**config.mk**
```make
export PLATFORM = sky130hd
export DESIGN_NAME = rvv_backend_mul_rs
export DESIGN_NICKNAME = d
export VERILOG_FILES = /design/src/rtl/rvv_backend_mul_rs_pkg.sv /design/src/rtl/rvv_backend_mul_rs_mem.sv /design/src/rtl/rvv_backend_mul_rs.sv
export VERILOG_INCLUDE_DIRS = /design/src /design/src/rtl
export SDC_FILE = /design/constraint.sdc
export NUM_CORES = 1
export LEC_CHECK = 0
export CELL_PAD_IN_SITES_DETAIL_PLACEMENT = 2
export CELL_PAD_IN_SITES_GLOBAL_PLACEMENT = 2
export CORE_ASPECT_RATIO = 0.9
export CORE_UTILIZATION = 30
export CTS_CLUSTER_DIAMETER = 120
export DETAILED_ROUTE_END_ITERATION = 8
export PLACE_DENSITY_LB_ADDON = 0.05
export SLEW_MARGIN = 20
export SYNTH_ARGS = -nofsm -noshare
export SYNTH_HDL_FRONTEND = slang
export SYNTH_SLANG_ARGS = --single-unit
```
**constraint.sdc**
```tcl
create_clock -name clk -period 4.9 [get_ports clk]
set_input_delay 0.98 -clock clk [delete_from_list [all_inputs] [get_ports clk]]
set_output_delay 0.98 -clock clk [all_outputs]
set_load 0.05 [all_outputs]
```
**src/rtl/rvv_backend.svh**
```systemverilog
// rvv_backend.svh: shared backend definitions for the multiply issue path
// Provides `NUM_MUL (multiply lanes) and MUL_RS_t (reservation station entry).
`ifndef RVV_BACKEND_SVH
`define RVV_BACKEND_SVH
`define NUM_MUL 2
typedef struct packed {
  logic [7:0]  uop_id;
  logic [31:0] vs1_data;
} MUL_RS_t;
`endif

```
**src/rtl/rvv_backend_mul_rs_pkg.sv**
```systemverilog
// rvv_backend_mul_rs_pkg: constants and grant helper for the multiply reservation station
package rvv_backend_mul_rs_pkg;
  localparam int MUL_RS_DEPTH = 8;
  // Port 1 is granted only alongside port 0, so grants stay contiguous and port 0 is the older slot.
  function automatic logic [1:0] grant2(input logic [1:0] req, input logic ok0, input logic ok1);
    return {req[1] & req[0] & ok0 & ok1, req[0] & ok0};
  endfunction
endpackage

```
**src/rtl/rvv_backend_mul_rs_mem.sv**
```systemverilog
// rvv_backend_mul_rs_mem: DEPTH x MUL_RS_t storage, `NUM_MUL write ports, `NUM_MUL combinational read ports
// Ports: clk; we/waddr/wdata per write port; raddr/rdata per read port. Contents are never reset.
`include "rvv_backend.svh"
module rvv_backend_mul_rs_mem #(
  parameter int DEPTH = 8
) (
  input  logic                       clk,
  input  logic [`NUM_MUL-1:0]        we,
  input  logic [$clog2(DEPTH)-1:0]   waddr [`NUM_MUL],
  input  MUL_RS_t                    wdata [`NUM_MUL],
  input  logic [$clog2(DEPTH)-1:0]   raddr [`NUM_MUL],
  output MUL_RS_t                    rdata [`NUM_MUL]
);
  MUL_RS_t mem [DEPTH];
  always_ff @(posedge clk)
    for (int i = 0; i < `NUM_MUL; i++)
      if (we[i]) mem[waddr[i]] <= wdata[i];
  for (genvar g = 0; g < `NUM_MUL; g++) begin : g_rd
    assign rdata[g] = mem[raddr[g]];
  end
endmodule

```
**src/rtl/rvv_backend_mul_rs.sv**
```systemverilog
// rvv_backend_mul_rs: multiply reservation station, a 2-push/2-pop FIFO of MUL_RS_t entries
// Ports: clk, rst_n (sync active-low), trap_flush_rvv; dp2rs_push/dp2rs_data in, rs2dp_full/rs2dp_1left_to_full out;
// rs2ex_uop_data ([0]=oldest), rs2ex_fifo_empty, rs2ex_fifo_1left_to_empty out; ex2rs_fifo_pop in.
// Macro RVV_MUL_RS_ERR_CHK_EN adds the sticky protocol error output rs_err.
`include "rvv_backend.svh"
module rvv_backend_mul_rs
  import rvv_backend_mul_rs_pkg::*;
#(
  parameter int DEPTH = MUL_RS_DEPTH
) (
  input  logic                clk,
  input  logic                rst_n,
  input  logic                trap_flush_rvv,
  input  logic [`NUM_MUL-1:0] dp2rs_push,
  input  MUL_RS_t             dp2rs_data [`NUM_MUL],
  output logic                rs2dp_full,
  output logic                rs2dp_1left_to_full,
  output MUL_RS_t             rs2ex_uop_data [`NUM_MUL],
  output logic                rs2ex_fifo_empty,
  output logic                rs2ex_fifo_1left_to_empty,
  input  logic [`NUM_MUL-1:0] ex2rs_fifo_pop
`ifdef RVV_MUL_RS_ERR_CHK_EN
  ,
  output logic                rs_err
`endif
);
  localparam int AW = $clog2(DEPTH);
  localparam logic [AW:0] C_FULL = (AW+1)'(DEPTH);
  localparam logic [AW:0] C_1FULL = (AW+1)'(DEPTH - 1);
  localparam logic [AW-1:0] ONE = AW'(1);
  logic [AW-1:0] wptr, rptr;
  logic [AW:0] count, n_push, n_pop;
  logic [1:0] push_acc, pop_acc;
  logic live;
  logic [AW-1:0] waddr [`NUM_MUL];
  logic [AW-1:0] raddr [`NUM_MUL];
  assign rs2dp_full = count == C_FULL;
  assign rs2dp_1left_to_full = count == C_1FULL;
  assign rs2ex_fifo_empty = count == '0;
  assign rs2ex_fifo_1left_to_empty = count == (AW+1)'(1);
  // Grants look only at the registered count; slots freed by this cycle's pops are not reused until next cycle.
  assign push_acc = grant2(dp2rs_push, !rs2dp_full, count < C_1FULL);
  assign pop_acc = grant2(ex2rs_fifo_pop, !rs2ex_fifo_empty, count >= (AW+1)'(2));
  assign n_push = (AW+1)'(push_acc[0]) + (AW+1)'(push_acc[1]);
  assign n_pop = (AW+1)'(pop_acc[0]) + (AW+1)'(pop_acc[1]);
  assign live = rst_n & !trap_flush_rvv;
  assign waddr[0] = wptr;
  assign waddr[1] = wptr + ONE;
  assign raddr[0] = rptr;
  assign raddr[1] = rptr + ONE;
  rvv_backend_mul_rs_mem #(.DEPTH(DEPTH)) u_mem (
    .clk   (clk),
    .we    (push_acc & {2{live}}),
    .waddr (waddr),
    .wdata (dp2rs_data),
    .raddr (raddr),
    .rdata (rs2ex_uop_data)
  );
  always_ff @(posedge clk) begin
    if (!live) begin
      wptr <= '0;
      rptr <= '0;
      count <= '0;
    end else begin
      wptr <= wptr + n_push[AW-1:0];
      rptr <= rptr + n_pop[AW-1:0];
      count <= count + n_push - n_pop;
    end
  end
`ifdef RVV_MUL_RS_ERR_CHK_EN
  logic err_now;
  assign err_now = (|dp2rs_push & rs2dp_full) | (dp2rs_push[1] & !dp2rs_push[0])
                 | (|ex2rs_fifo_pop & rs2ex_fifo_empty)
                 | (ex2rs_fifo_pop[1] & (!ex2rs_fifo_pop[0] | count < (AW+1)'(2)));
  always_ff @(posedge clk) begin
    if (!rst_n) rs_err <= 1'b0;
    else if (err_now) rs_err <= 1'b1;
  end
`endif
endmodule

```
Word-level counts from Yosys, hierarchy flattened
Memory sizes are Yosys's and may differ from the RTL's. A register that Yosys moved wholly into a read port is not among the register bits.
Cells that the tools add are included.
Cells by class
  $add $sub $neg: 8
  multipliers: 0
  div/mod/pow operators: 0
  magnitude comparators: 2
  equality and inequality tests: 3
  shift operators: 0
  mux-type cells: 5
  bitwise operators: 10
  reductions and logical operators: 4
Operators with widths (count)
  $and 1x1->1: 9
  $add 3x1->3 const B: 2
  $add 3x2->3: 2
  $add 1x1->2: 2
  $add 4x2->4: 1
  $eq 4x1->1 const B: 1
  $eq 4x3->1 const B: 1
  $eq 4x4->1 const B: 1
  $ge 4x2->1 const B: 1
  $logic_not 4->1: 1
  $lt 4x3->1 const B: 1
  $mux 1: 4
  $sub 4x2->4: 1
  $logic_not 1->1: 3
  $mux 3: 1
  $and 2x2->2: 1
Word-level totals
  bits in registers: 10
  latch bits: 0
  memory bits (writable): 320
  memory bits (read-only): 0
  input port bits: 87
  word-level logic and storage cells: 36
  memories kept: 1
Memories
  u_mem.mem: words 8, bits a word 40, read ports 2, clocked after Yosys merged registers in 1, wr ports 2, line rvv_backend_mul_rs_mem.sv:14  | MUL_RS_t mem [DEPTH];

Logic depth before layout (Yosys ltp)
  depth after elaboration: 7
  depth in mapped cells: 13
  depth with buffers taken out: 13

Hierarchy
Synthesis repeated with hierarchy kept, for this count alone.
Second synthesis, totals
  cells, all modules: 1063
  area, all modules: 19743.9 um2
Modules (own cells, without submodules)
  rvv_backend_mul_rs_mem: instances 1, cells an instance 986, area an instance 19025.7 um2, seq. area each 9609.2 um2
  rvv_backend_mul_rs: instances 1, cells an instance 77, area an instance 718.2 um2, seq. area each 200.2 um2

Worst setup path before layout
Ideal clock, no wire load.
  path kind: input -> register
  from: in trap_flush_rvv
  to: mem u_mem.mem[1][0] (netlist name) (enable)
  arrival time: 4.675 ns
  slack: -0.273 ns
  stages: 5
  path buffers: 1
  path through: nand2b_4 -> buf_6 -> nor3b_2 -> nand2_1 -> o31ai_1
RTL lines
  from (decl): line rvv_backend_mul_rs.sv:13  | input logic trap_flush_rvv,
  to (decl): line rvv_backend_mul_rs_mem.sv:14

==> metrics.yaml <==
hold_path:
  holdPathEnd: "wptr[0]"
  hp-class: "reg -> reg"
  hold_start: "wptr[0]"
  whs_path_depth: 2
synth:
  synth-seq-cells: 330
  netlist_area_um2: 20000
  synthFlopType: "edfxtp_1"
  synthArstFlopShare: 0
  ys_top_cells_by_area: "edfxtp_1 48%, mux4_2 18%, mux2_2 13%"
  synthesis.nets: 1163
  avgSynthCellArea_um2: 18.9
  synth.distinct_cells: 39
  synth_common_cells: "320 x edfxtp_1, 232 x mux2_2, 164 x mux2_4, 160 x mux4_2"
  synth_edf_count: 320
  synth_most_common_cell: "edfxtp_1"
  ys_seq_area_frac: 0.491
  yosysTopAreaCellShare: 0.481
  yosysWarningCount: 0
  netlist_instances: 1059
  yosysTopAreaCell: "edfxtp_1"
critical_path:
  crit_type: "reg -> out"
  arrival_ps: 3750
  reg2reg_slack_ps: 1800
  start_kind: "flop"
  cp_max_fo: 48
  crit_path_end_kind: "output port"
  r2r-end: "u_mem.mem[7][15]"
  worstPathRequired_ps: 3920
  cp-startpoint: "rptr[1]"
  r2r-start: "count[2]"
  reg2regPathDepth: 7
die:
  die_h_um: 247
  coreArea_um2: 65700
  die_x_um: 274
  dieArea_um2: 67700
  io_pins: 171
  initial_utilization: 0.304
  fp-row-count: 89
cells_and_area:
  layout-drive-gt1-share: 0.546
  utilization: 0.362
  final_nets: 1332
  syn_to_final_growth_pct: 18.9
  n_antenna_cell: 0
clock_tree:
  cts_tree: "yes"
  cts-buffers-inserted: 41
  clockBufferDepth: 3
  h-tree-depth: 2
  clk_pin_slew_worst_paths_ps: 60
  cts_setup_buffers: 0
  hold_buffers: 0
  clock_sinks: 330
  postCtsResizedCells: 0
  cts_root_buf: "clkbuf_16"
  clock_latency_ps: 560
sta:
  rsz0062_at_grt: "false"
  finalMaxSlewViolations: 0
  worst_pin_slew_ps: 991
  skew_ps: 19.4
  min_period_ps: 4730
  hold_viol: 0
  slew_headroom: 0.340
  setup_violations: 0
  setup_tns_ps: 0
  max_clock_freq_ghz: 0.211
  fin_crit_sh: 0.966
route:
  ant_nets: 0
  vias: 11000
  drtIter0Drc: 527
  wl_per_cell_um: 29.1
  drt_pass1_iterations: 6
  wirelength_um: 61800
  viasPerCell: 5.18
  post-route-drc-count: 10
power:
  power_leakage_nw: 7.74
  powerDensity_nw_per_um2: 385
  peakVddDrop_v: 0.000249
status:
  outcome: "complete, but fails checks"
  violations: "design-rule violations"
grt:
  antenna_found_initial: 3
  first_global_vias: 12500
  grt_overflow: 0
  grt_use_total: 0.186
  grt_pass1_wl_um: 90200
  grt_max_degree: 85
placed_design:
  portBuffers: 170
  dp_hpwl_um: 37400
  globalplace.congestion: 0.704
run:
  drv_cap: 0
-- worst max path at each step --
stage / end / slack [ps] / depth (start not counted)
after floorplan: u_mem.mem[3][0] / 860 / 5
after global placement: u_mem.mem[4][14] / 730 / 6
after detailed placement: rs2ex_uop_data[77] / 680 / 5
after CTS: rs2ex_uop_data[77] / 60 / 5
after global routing: rs2ex_uop_data[40] / 8 / 5
final: rs2ex_uop_data[73] / 170 / 5
-- registers in the layout, indices dropped and copies added, names as in the netlist --
signal	flops
wptr	3
rptr	3
u_mem.mem	320
count	4
-- area by class of cell --
class | count | area, um2
Fill cell | 6389 | 41900
Sequential cell | 330 | 9820
Multi-Input combinational cell | 634 | 9520
Timing Repair Buffer | 209 | 2090
Clock buffer | 56 | 1120
Tap cell | 864 | 1080
Clock inverter | 19 | 110
Inverter | 12 | 45.0
-- cell usage in the layout (no fill, tap or decap), drive strengths merged, types with 9 or more instances in the layout --
master         instances
mux2                 400
ha                    13
nor2                   9
clkdlybuf4s50        155
buf                   54
inv                   13
dfxtp                 10
edfxtp               320
clkbuf                56
mux4                 160
clkinv                17
-- through the flow --
| step | hold slack [ps] | std cells | setup WS [ps] | total power [mW] | instance area [um2] |
|---|---|---|---|---|---|
| floorplan | 574 | 1059 | 860 | 5.48 | 20000 |
| global placement | 676 | 2048 | 733 | 6.39 | 22500 |
| detailed placement | 668 | 2049 | 676 | 6.41 | 22600 |
| CTS | 680 | 2124 | 55.4 | 9.33 | 23800 |
| global route | 755 | 2124 | 7.66 | 9.59 | 23800 |
| finish | 674 | 2124 | 167 | 9.16 | 23800 |
-- per-layer routing --
metal  up-vias  part of all wire  wire length [um]  track usage
li1       4732                 -                 -            -
met1      6016              0.46             28200        0.253
met2       176              0.49             30400        0.313
met3        68             0.034              2110       0.0262
met4         6             0.016              1000       0.0418
met5         -           0.00065                40            0
-- report_power, final --
group | leakage, nW | total [mW] | internal [mW] | switching, mW
clock | 0.605 | 2.87 | 1.65 | 1.22
combinational | 4.17 | 3.05 | 1.39 | 1.66
sequential | 2.97 | 3.24 | 3.17 | 0.0675
total | 7.74 | 9.16 | 6.21 | 2.95
-- logic make-up (layout without fill, tap and decap cells) --
logic type	Yosys count	count (layout)	share of synthesized area
muxes	560	560	0.436
DFF	330	330	0.491
buffers and inverters	95	296	0.0404
and+or+nand+nor	40	40	0.0143
adders and majority gates	17	17	0.0121
AOI/OAI and AO/OA	10	10	0.00338
xor gates and xnor gates	7	7	0.00307
-- critical path, cell delays in order (launching register included) --
cell and delay, ps:
dfxtp_4 350, buf_4 500, buf_4 770, mux4_2 410, mux2_2 330, clkdlybuf4s50_1 720
Power figures use the tool's default switching activity.
